`config.mk`:
```
export PLATFORM = sky130hd
export DESIGN_NAME = hazard_ctrl_flat
export DESIGN_NICKNAME = d
export VERILOG_FILES = /design/src/rtl/hazard_ctrl_if.sv /design/src/rtl/hazard_ctrl.sv /design/src/flat_wrapper.sv
export SDC_FILE = /design/constraint.sdc
export NUM_CORES = 1
export LEC_CHECK = 0
export CORE_UTILIZATION = 48
export CTS_CLUSTER_DIAMETER = 100
export DETAILED_ROUTE_END_ITERATION = 7
export HOLD_SLACK_MARGIN = 0.15
export PLACE_DENSITY_LB_ADDON = 0.12
export SKIP_CTS_REPAIR_TIMING = 1
export SLEW_MARGIN = 20
export SYNTH_ARGS = -nofsm -noshare
export SYNTH_HDL_FRONTEND = slang
export SYNTH_SLANG_ARGS = --single-unit
```
`constraint.sdc`:
```
create_clock -name clk -period 2.7 [get_ports clk]
set_input_delay 0.405 -clock clk [delete_from_list [all_inputs] [get_ports clk]]
set_output_delay 0.405 -clock clk [all_outputs]
set_load 0.005 [all_outputs]
```
`src/rtl/hazard_ctrl_if.sv`:
```
// Bundle between the decode/EX stages and hazard_ctrl; the master side is the pipeline, the slave side is the hazard controller.
`timescale 1ns/1ps

interface hazard_ctrl_if;
  logic        i_id_valid;
  logic [4:0]  i_id_rs1;
  logic [4:0]  i_id_rs2;
  logic        i_id_uses_rs1;
  logic        i_id_uses_rs2;
  logic [4:0]  i_id_rd;
  logic        i_id_reg_wr_en;
  logic        i_id_is_load;
  logic        i_ex_redirect;
  logic        i_hold;

  logic        o_pc_stall;
  logic        o_if_id_stall;
  logic        o_if_id_flush;
  logic        o_id_ex_bubble;
  logic [1:0]  o_fwd_sel_1;
  logic [1:0]  o_fwd_sel_2;
  logic [31:0] o_stall_cnt;
  logic [31:0] o_flush_cnt;
  // Flattened shadow pipeline {ex_dst, ex_src, mem_dst, wb_dst} for checkers.
  logic [35:0] dbg_shadow;

  modport master (
    output i_id_valid, i_id_rs1, i_id_rs2, i_id_uses_rs1, i_id_uses_rs2,
           i_id_rd, i_id_reg_wr_en, i_id_is_load, i_ex_redirect, i_hold,
    input  o_pc_stall, o_if_id_stall, o_if_id_flush, o_id_ex_bubble,
           o_fwd_sel_1, o_fwd_sel_2, o_stall_cnt, o_flush_cnt, dbg_shadow
  );

  modport slave (
    input  i_id_valid, i_id_rs1, i_id_rs2, i_id_uses_rs1, i_id_uses_rs2,
           i_id_rd, i_id_reg_wr_en, i_id_is_load, i_ex_redirect, i_hold,
    output o_pc_stall, o_if_id_stall, o_if_id_flush, o_id_ex_bubble,
           o_fwd_sel_1, o_fwd_sel_2, o_stall_cnt, o_flush_cnt, dbg_shadow
  );
endinterface

```
`src/rtl/hazard_ctrl.sv`:
```
// KLP32 pipeline hazard controller: shadow EX/MEM/WB destination metadata, stall/flush/bubble and EX forwarding selects.
// Build option: define HAZARD_FORWARDING_EN for forwarding (only load-use stalls); otherwise any in-flight RAW dependency stalls.
`timescale 1ns/1ps

module hazard_ctrl (
  input  logic          clk,
  input  logic          rst,
  hazard_ctrl_if.slave  bus
);

  typedef struct packed {
    logic       valid;
    logic [4:0] rd;
    logic       wr_en;
    logic       is_load;
  } dst_t;

  typedef struct packed {
    logic [4:0] rs1;
    logic [4:0] rs2;
    logic       uses_rs1;
    logic       uses_rs2;
  } src_t;

  dst_t        ex_q;
  src_t        ex_src_q;
  dst_t        mem_q;
  dst_t        wb_q;
  logic [31:0] stall_cnt_q;
  logic [31:0] flush_cnt_q;

  logic        id_hazard;
  logic        pc_stall;
  logic        if_id_stall;
  logic        if_id_flush;
  logic        id_ex_bubble;
  logic [1:0]  fwd_sel_1;
  logic [1:0]  fwd_sel_2;

  // x0 is hardwired to zero, so a write to it never creates a dependency.
  function automatic logic dst_match(dst_t d, logic [4:0] rs, logic uses);
    return d.valid && d.wr_en && (d.rd != 5'd0) && (d.rd == rs) && uses;
  endfunction

  function automatic logic id_reads(dst_t d, logic [4:0] rs1, logic u1,
                                    logic [4:0] rs2, logic u2);
    return dst_match(d, rs1, u1) || dst_match(d, rs2, u2);
  endfunction

`ifdef HAZARD_FORWARDING_EN
  function automatic logic [1:0] fwd_pick(logic [4:0] rs, logic uses);
    logic [1:0] sel;
    sel = 2'b00;
    if (dst_match(mem_q, rs, uses))
      sel = 2'b01;
    else if (dst_match(wb_q, rs, uses))
      sel = 2'b10;
    return sel;
  endfunction

  // Only a load still in EX cannot be bypassed: its data arrives a cycle too late.
  always_comb begin
    id_hazard = bus.i_id_valid && ex_q.is_load &&
                id_reads(ex_q, bus.i_id_rs1, bus.i_id_uses_rs1,
                         bus.i_id_rs2, bus.i_id_uses_rs2);
  end

  always_comb begin
    fwd_sel_1 = 2'b00;
    fwd_sel_2 = 2'b00;
    if (ex_q.valid) begin
      fwd_sel_1 = fwd_pick(ex_src_q.rs1, ex_src_q.uses_rs1);
      fwd_sel_2 = fwd_pick(ex_src_q.rs2, ex_src_q.uses_rs2);
    end
  end
`else
  // No bypass and no write-through regfile: wait until the producer has retired.
  always_comb begin
    id_hazard = bus.i_id_valid &&
                (id_reads(ex_q,  bus.i_id_rs1, bus.i_id_uses_rs1,
                          bus.i_id_rs2, bus.i_id_uses_rs2) ||
                 id_reads(mem_q, bus.i_id_rs1, bus.i_id_uses_rs1,
                          bus.i_id_rs2, bus.i_id_uses_rs2) ||
                 id_reads(wb_q,  bus.i_id_rs1, bus.i_id_uses_rs1,
                          bus.i_id_rs2, bus.i_id_uses_rs2));
  end

  always_comb begin
    fwd_sel_1 = 2'b00;
    fwd_sel_2 = 2'b00;
  end
`endif

  // Priority: hold freezes everything, then redirect squashes, then hazard stalls.
  always_comb begin
    pc_stall     = 1'b0;
    if_id_stall  = 1'b0;
    if_id_flush  = 1'b0;
    id_ex_bubble = 1'b0;
    if (bus.i_hold) begin
      pc_stall    = 1'b1;
      if_id_stall = 1'b1;
    end else if (bus.i_ex_redirect) begin
      if_id_flush  = 1'b1;
      id_ex_bubble = 1'b1;
    end else if (id_hazard) begin
      pc_stall     = 1'b1;
      if_id_stall  = 1'b1;
      id_ex_bubble = 1'b1;
    end
  end

  always_ff @(posedge clk) begin
    if (rst) begin
      ex_q        <= '0;
      ex_src_q    <= '0;
      mem_q       <= '0;
      wb_q        <= '0;
      stall_cnt_q <= '0;
      flush_cnt_q <= '0;
    end else if (!bus.i_hold) begin
      wb_q           <= mem_q;
      mem_q          <= ex_q;
      ex_q.valid     <= bus.i_id_valid && !id_ex_bubble;
      ex_q.rd        <= bus.i_id_rd;
      ex_q.wr_en     <= bus.i_id_reg_wr_en;
      ex_q.is_load   <= bus.i_id_is_load;
      ex_src_q.rs1      <= bus.i_id_rs1;
      ex_src_q.rs2      <= bus.i_id_rs2;
      ex_src_q.uses_rs1 <= bus.i_id_uses_rs1;
      ex_src_q.uses_rs2 <= bus.i_id_uses_rs2;
      if (bus.i_ex_redirect)
        flush_cnt_q <= flush_cnt_q + 32'd1;
      else if (id_hazard)
        stall_cnt_q <= stall_cnt_q + 32'd1;
    end
  end

  assign bus.o_pc_stall     = pc_stall;
  assign bus.o_if_id_stall  = if_id_stall;
  assign bus.o_if_id_flush  = if_id_flush;
  assign bus.o_id_ex_bubble = id_ex_bubble;
  assign bus.o_fwd_sel_1    = fwd_sel_1;
  assign bus.o_fwd_sel_2    = fwd_sel_2;
  assign bus.o_stall_cnt    = stall_cnt_q;
  assign bus.o_flush_cnt    = flush_cnt_q;
  assign bus.dbg_shadow     = {ex_q, ex_src_q, mem_q, wb_q};

endmodule

```
`src/flat_wrapper.sv`:
```
// flat-port wrapper written by rule: the top's interface ports become plain ports
module hazard_ctrl_flat 
  (clk, rst, bus_i_id_valid, bus_i_id_rs1, bus_i_id_rs2, bus_i_id_uses_rs1, bus_i_id_uses_rs2, bus_i_id_rd, bus_i_id_reg_wr_en, bus_i_id_is_load, bus_i_ex_redirect, bus_i_hold, bus_o_pc_stall, bus_o_if_id_stall, bus_o_if_id_flush, bus_o_id_ex_bubble, bus_o_fwd_sel_1, bus_o_fwd_sel_2, bus_o_stall_cnt, bus_o_flush_cnt, bus_dbg_shadow);
  hazard_ctrl_if bus_i ();
  input  logic clk;
  input  logic rst;
  input wire logic [$bits(bus_i.i_id_valid)-1:0] bus_i_id_valid;
  input wire logic [$bits(bus_i.i_id_rs1)-1:0] bus_i_id_rs1;
  input wire logic [$bits(bus_i.i_id_rs2)-1:0] bus_i_id_rs2;
  input wire logic [$bits(bus_i.i_id_uses_rs1)-1:0] bus_i_id_uses_rs1;
  input wire logic [$bits(bus_i.i_id_uses_rs2)-1:0] bus_i_id_uses_rs2;
  input wire logic [$bits(bus_i.i_id_rd)-1:0] bus_i_id_rd;
  input wire logic [$bits(bus_i.i_id_reg_wr_en)-1:0] bus_i_id_reg_wr_en;
  input wire logic [$bits(bus_i.i_id_is_load)-1:0] bus_i_id_is_load;
  input wire logic [$bits(bus_i.i_ex_redirect)-1:0] bus_i_ex_redirect;
  input wire logic [$bits(bus_i.i_hold)-1:0] bus_i_hold;
  output wire logic [$bits(bus_i.o_pc_stall)-1:0] bus_o_pc_stall;
  output wire logic [$bits(bus_i.o_if_id_stall)-1:0] bus_o_if_id_stall;
  output wire logic [$bits(bus_i.o_if_id_flush)-1:0] bus_o_if_id_flush;
  output wire logic [$bits(bus_i.o_id_ex_bubble)-1:0] bus_o_id_ex_bubble;
  output wire logic [$bits(bus_i.o_fwd_sel_1)-1:0] bus_o_fwd_sel_1;
  output wire logic [$bits(bus_i.o_fwd_sel_2)-1:0] bus_o_fwd_sel_2;
  output wire logic [$bits(bus_i.o_stall_cnt)-1:0] bus_o_stall_cnt;
  output wire logic [$bits(bus_i.o_flush_cnt)-1:0] bus_o_flush_cnt;
  output wire logic [$bits(bus_i.dbg_shadow)-1:0] bus_dbg_shadow;
  assign bus_i.i_id_valid = bus_i_id_valid;
  assign bus_i.i_id_rs1 = bus_i_id_rs1;
  assign bus_i.i_id_rs2 = bus_i_id_rs2;
  assign bus_i.i_id_uses_rs1 = bus_i_id_uses_rs1;
  assign bus_i.i_id_uses_rs2 = bus_i_id_uses_rs2;
  assign bus_i.i_id_rd = bus_i_id_rd;
  assign bus_i.i_id_reg_wr_en = bus_i_id_reg_wr_en;
  assign bus_i.i_id_is_load = bus_i_id_is_load;
  assign bus_i.i_ex_redirect = bus_i_ex_redirect;
  assign bus_i.i_hold = bus_i_hold;
  assign bus_o_pc_stall = bus_i.o_pc_stall;
  assign bus_o_if_id_stall = bus_i.o_if_id_stall;
  assign bus_o_if_id_flush = bus_i.o_if_id_flush;
  assign bus_o_id_ex_bubble = bus_i.o_id_ex_bubble;
  assign bus_o_fwd_sel_1 = bus_i.o_fwd_sel_1;
  assign bus_o_fwd_sel_2 = bus_i.o_fwd_sel_2;
  assign bus_o_stall_cnt = bus_i.o_stall_cnt;
  assign bus_o_flush_cnt = bus_i.o_flush_cnt;
  assign bus_dbg_shadow = bus_i.dbg_shadow;
  hazard_ctrl u_core (.clk(clk), .rst(rst), .bus(bus_i));
endmodule
```
* Yosys cells after proc, flatten, opt, wreduce, memory -nomap -nowiden
Index checks and enable logic that the tools add are counted.
Word-level totals: register bits 100, input bits 24, output and inout bits 108, word-level logic and storage cells 66
Operators by class: $add $sub $neg 2, equality and inequality tests 6, muxes and demuxes 7, bitwise operators 2, reductions and logical operators 31
Operators by type and width (count):
- adder 32 x 1 -> 32 bit (second input constant) | 2
- == test 5 bit | 6
- logical AND 1 bit | 20
- nonzero test 5 bit | 3
- two-way mux 1 bit | 7
- logical OR 1 bit | 5
- AND reduction 3 bit | 1
- inverter 1 bit | 2
- AND reduction 2 bit | 1
- zero test 1 bit | 1

* Logic depth before layout (Yosys ltp)
depth after elaboration 13, mapped depth 10

* Worst setup path before layout
Ideal clock, no wire load.
path kind flip-flop to output port, start point register u_core.mem_q (netlist bit u_core.bus.dbg_shadow[10]), end point output bus_o_pc_stall, arrival time 1864 ps, data required time 2295 ps, setup slack 431 ps, stages on the path, launching flop included 7, path buffers 1, path through dfxtp_1 or4_1 o2111ai_1 a21oi_4 o31ai_4 nand2b_1 buf_4
On the way: word-level cells in the longest chain between the ends 11, elaborated cells between the ends (all ways) 15, classes of those cells 2 x eq/ne; 3 x mux; 10 x reduce/logical
Ends and longest elaborated chain:
- start, declared | RTL line hazard_ctrl.sv:27 | dst_t mem_q;
- start signal, assigned | RTL line hazard_ctrl.sv:123 | mem_q <= ex_q;
- nonzero test 5 bit | RTL line hazard_ctrl.sv:42 | return d.valid && d.wr_en && (d.rd != 5'd0) && (d.rd == rs) && uses;
- logical AND 1 bit (3 in series) | RTL line hazard_ctrl.sv:42
- logical OR 1 bit * | RTL line hazard_ctrl.sv:47 | return dst_match(d, rs1, u1) || dst_match(d, rs2, u2);
- logical OR 1 bit * | RTL line hazard_ctrl.sv:81 | bus.i_id_rs2, bus.i_id_uses_rs2) ||
- logical OR 1 bit * | RTL line hazard_ctrl.sv:83 | bus.i_id_rs2, bus.i_id_uses_rs2) ||
- logical AND 1 bit * | RTL line hazard_ctrl.sv:79 | id_hazard = bus.i_id_valid &&
- two-way mux 1 bit * (3 in series)
- end, declared | RTL line flat_wrapper.sv:17 | output wire logic [$bits(bus_i.o_pc_stall)-1:0] bus_o_pc_stall;
Every way passes the cells marked *; elsewhere a longest branch is shown, timed or not.

* Final worst setup path
start point register u_core.ex_q (netlist bit u_core.bus.dbg_shadow[33]), end point output bus_o_id_ex_bubble
On the way: word-level cells in the longest chain between the ends 11, elaborated cells between the ends (all ways) 15, classes of those cells 2 x eq/ne; 3 x mux; 10 x reduce/logical
Ends and longest elaborated chain:
- start, declared | RTL line hazard_ctrl.sv:25 | dst_t ex_q;
- nonzero test 5 bit | RTL line hazard_ctrl.sv:42
- logical AND 1 bit (3 in series) | RTL line hazard_ctrl.sv:42
- logical OR 1 bit * | RTL line hazard_ctrl.sv:47
- logical OR 1 bit * | RTL line hazard_ctrl.sv:81
- logical OR 1 bit * | RTL line hazard_ctrl.sv:83
- logical AND 1 bit * | RTL line hazard_ctrl.sv:79
- two-way mux 1 bit * | RTL line hazard_ctrl.sv:106 | end else if (id_hazard) begin
- two-way mux 1 bit * | RTL line hazard_ctrl.sv:103 | end else if (bus.i_ex_redirect) begin
- two-way mux 1 bit * | RTL line hazard_ctrl.sv:100 | if (bus.i_hold) begin
- end, declared | RTL line flat_wrapper.sv:20 | output wire logic [$bits(bus_i.o_id_ex_bubble)-1:0] bus_o_id_ex_bubble;
Marks and branches as above.

==> results.sh <==
export IMPL_netlist_area_leader_share_pct=42.0
export IMPL_yosysTopAreaCell="dfxtp_1"
export IMPL_hold_class="input pin to flip-flop"
export IMPL_maxCapViolations=0
export IMPL_met2_usage_pct=41.2
export IMPL_viasPerCell=5.43
export IMPL_r2r_setup_slack_ps=220
export IMPL_cp_max_fo=6
export IMPL_critPathSlowestCell="or4_1"
export IMPL_antenna_found_initial=0
export IMPL_period_share_pct=94.4
export IMPL_worstMarginPinSlew_ps=656
export IMPL_htreeDepth=3
export IMPL_worstPathCellList="or4_1 > o2111ai_2 > a21oi_4 > nor3_1 > a21oi_1 > dlymetal6s2s_1"
export IMPL_grt_pass1_wl_mm=19.9
export IMPL_p_total_mw=2.89
export IMPL_via_count=4450
export IMPL_clockBufferDepth=2
export IMPL_fmax_mhz=393
export IMPL_drv_slew=0
export IMPL_busiest_layer="met2"
export IMPL_critical_path_class="flip-flop to output pin"
export IMPL_dp_cells=802
export IMPL_antennaDiodeCount=0
export IMPL_synthCells=534
export IMPL_cp_end_kind="output pin"
export IMPL_use_met1_pct=30.5
export IMPL_cts_inserted_buffers=9
export IMPL_finalHoldViolations=0
export IMPL_dr_pass1_iters=4
export IMPL_synth_async_reset_ratio_pct=0
export IMPL_ant_nets=0
export IMPL_use_met3_pct=5.59
export IMPL_drc=0
export IMPL_portBuffers=127
export IMPL_grt_pass1_vias=4052
export IMPL_yosysSeqAreaShare_pct=42.0
export IMPL_clk_pin_slew_worst_paths_ps=100
export IMPL_p_leak_nw=2.52
export IMPL_ys_types=39
export IMPL_synth_area_sq_mm=0.00476
export IMPL_cp_num_buf_inv=1
export IMPL_nNetsFinal=711
export IMPL_dpl_hpwl_mm=9.07
export IMPL_peakVddDrop_v=0.000284
export IMPL_path_delay_family="simple AND/OR/NAND/NOR gates"
export IMPL_startpoint_type="flip-flop"
export IMPL_yosys_most_used_dff="dfxtp_1"
export IMPL_slew_headroom_pct=56.3
export IMPL_fp_dieW_um=102
export IMPL_clock_sinks=100
export IMPL_yosysWarnings=0
export IMPL_core_area_sq_mm=0.00942
export IMPL_cts_root_buf="clkbuf_8"
export IMPL_num_rows=35
export IMPL_finClkSkew_ps=12.7
export IMPL_drtIter0Drc=147
export IMPL_design_portCount=132
export IMPL_grt_max_degree=49
export IMPL_synth_edf_count=0
export IMPL_drive_above_1_share_pct=10.6
export IMPL_clk_latency_ps=370
export IMPL_synth_area_per_cell_sq_um=8.92
export IMPL_gp_congestion=0.824
export IMPL_synth_common_cells="dfxtp_1, nor2_1, xor2_1"
export IMPL_rsz0062_at_grt="false"
export IMPL_critPathArrivalTime_ps=2140
export IMPL_status="complete, no violations"
export IMPL_grt_ovfl_total=0
export IMPL_grt_usage_pct=24.4
export IMPL_dieArea_sq_mm=0.0103
export IMPL_min_period_ps=2550
export IMPL_finalNonFillerCells=819
export IMPL_setup_violations=0
export IMPL_die_h_um=102
export IMPL_slowest_delay_ps=490
export IMPL_ys_ff_latch=100
export IMPL_wl_mm=12.3
export IMPL_cts_tree="built"
export IMPL_synth_area_top_cells="dfxtp_1, mux2i_1, xor2_1"
export IMPL_pwr_density_cell_mw_per_mm2=435
export IMPL_avgRoutedWirePerCell_um=15.1
export IMPL_synth_most_common_cell="dfxtp_1"
export IMPL_initial_core_util_pct=50.6
export IMPL_area_growth_pct=39.3
export IMPL_worstPathRequired_ps=2300
## through the flow
step / worst slack (ps) / utilization [%] / hold slack (ps) / instance area, sq um / TNS, ps
2_1_floorplan: 431 / - / 474 / 4780 / 0
3_3_place_gp: -255 / 67.3 / 468 / 6340 / -3500
3_5_place_dp: -316 / 67.3 / 484 / 6340 / -5780
4_1_cts: -323 / 69.8 / 427 / 6570 / -799
5_1_grt: 30.1 / 70.5 / 447 / 6640 / 0
6_report: 152 / 70.5 / 391 / 6640 / 0
## flip-flops by register name, indices dropped and copies added, names as in the netlist
name,flops
u_core.bus.dbg_shadow,36
u_core.bus.o_flush_cnt,32
u_core.bus.o_stall_cnt,32
## worst register-to-register path, cell delays in order (launching register included)
cell	delay, ps
dfxtp_1	350
buf_4	160
xor2_1	140
nor4_1	290
nand3_1	160
a21oi_4	210
buf_4	140
buf_4	160
o311ai_4	140
or4_1	530
a21oi_1	160
## worst paths after layout
check,from,end,cells after the start
min,bus_i_id_rs1[4],u_core.bus.dbg_shadow[27]$_SDFFE_PP0N_,3
max reg2reg,u_core.bus.dbg_shadow[2]$_SDFFE_PP0N_,u_core.bus.o_stall_cnt[27]$_SDFFE_PP0P_,10
min reg2reg,u_core.bus.dbg_shadow[23]$_SDFFE_PP0N_,u_core.bus.dbg_shadow[23]$_SDFFE_PP0N_,2
max,u_core.bus.dbg_shadow[33]$_SDFFE_PP0N_,bus_o_id_ex_bubble,6
## logic make-up after synthesis
| group | synth area share [%] |
|---|---|
| and+or+nand+nor | 23.0 |
| DFF | 42.0 |
| AOI/OAI and AO/OA | 11.7 |
| xor gates and xnor gates | 10.8 |
| buffers and inverters | 3.86 |
| muxes | 8.01 |
| adders and majority gates | 0.525 |
| other | 0.0787 |
## metal layers
metal | wire [um] | vias to the layer above
li1 | - | 2187
met1 | 5300 | 2100
met2 | 5990 | 146
met3 | 858 | 17
met4 | 194 | 0
met5 | 0 | -
## placed cells by master, fill, tap and decap left out, types with 3 or more instances in the layout
cell / count
a21oi_1: 31
a21oi_4: 3
and3_1: 13
and4_1: 5
buf_4: 40
clkbuf_8: 9
clkdlybuf4s50_1: 115
conb_1: 4
dfxtp_1: 99
dlymetal6s2s_1: 10
inv_1: 9
mux2i_1: 37
nand2_1: 25
nand3_1: 27
nand4_1: 13
nor2_1: 80
nor2b_1: 3
nor3_1: 6
nor4_1: 7
o2111ai_2: 3
o21a_1: 4
o21ai_0: 19
o311ai_4: 3
o31ai_1: 9
or3_1: 20
or4_1: 13
xnor2_1: 19
xor2_1: 40
## final cells by class
type / count / area, sq um
Clock buffer: 9 / 124
Clock inverter: 7 / 106
Fill cell: 768 / 2780
Inverter: 9 / 33.8
Multi-Input combinational cell: 398 / 2620
Sequential cell: 100 / 2010
Tap cell: 129 / 161
Timing Repair Buffer: 167 / 1590
## power breakdown
| group | switching, mW | leakage, nW | internal (mW) |
|---|---|---|---|
| Sequential | 0.0218 | 0.811 | 1.50 |
| Clock | 0.563 | 0.116 | 0.539 |
| Combinational | 0.125 | 1.59 | 0.139 |
| Total | 0.710 | 2.52 | 2.18 |
No activity file was read; power rests on OpenSTA's default activity.
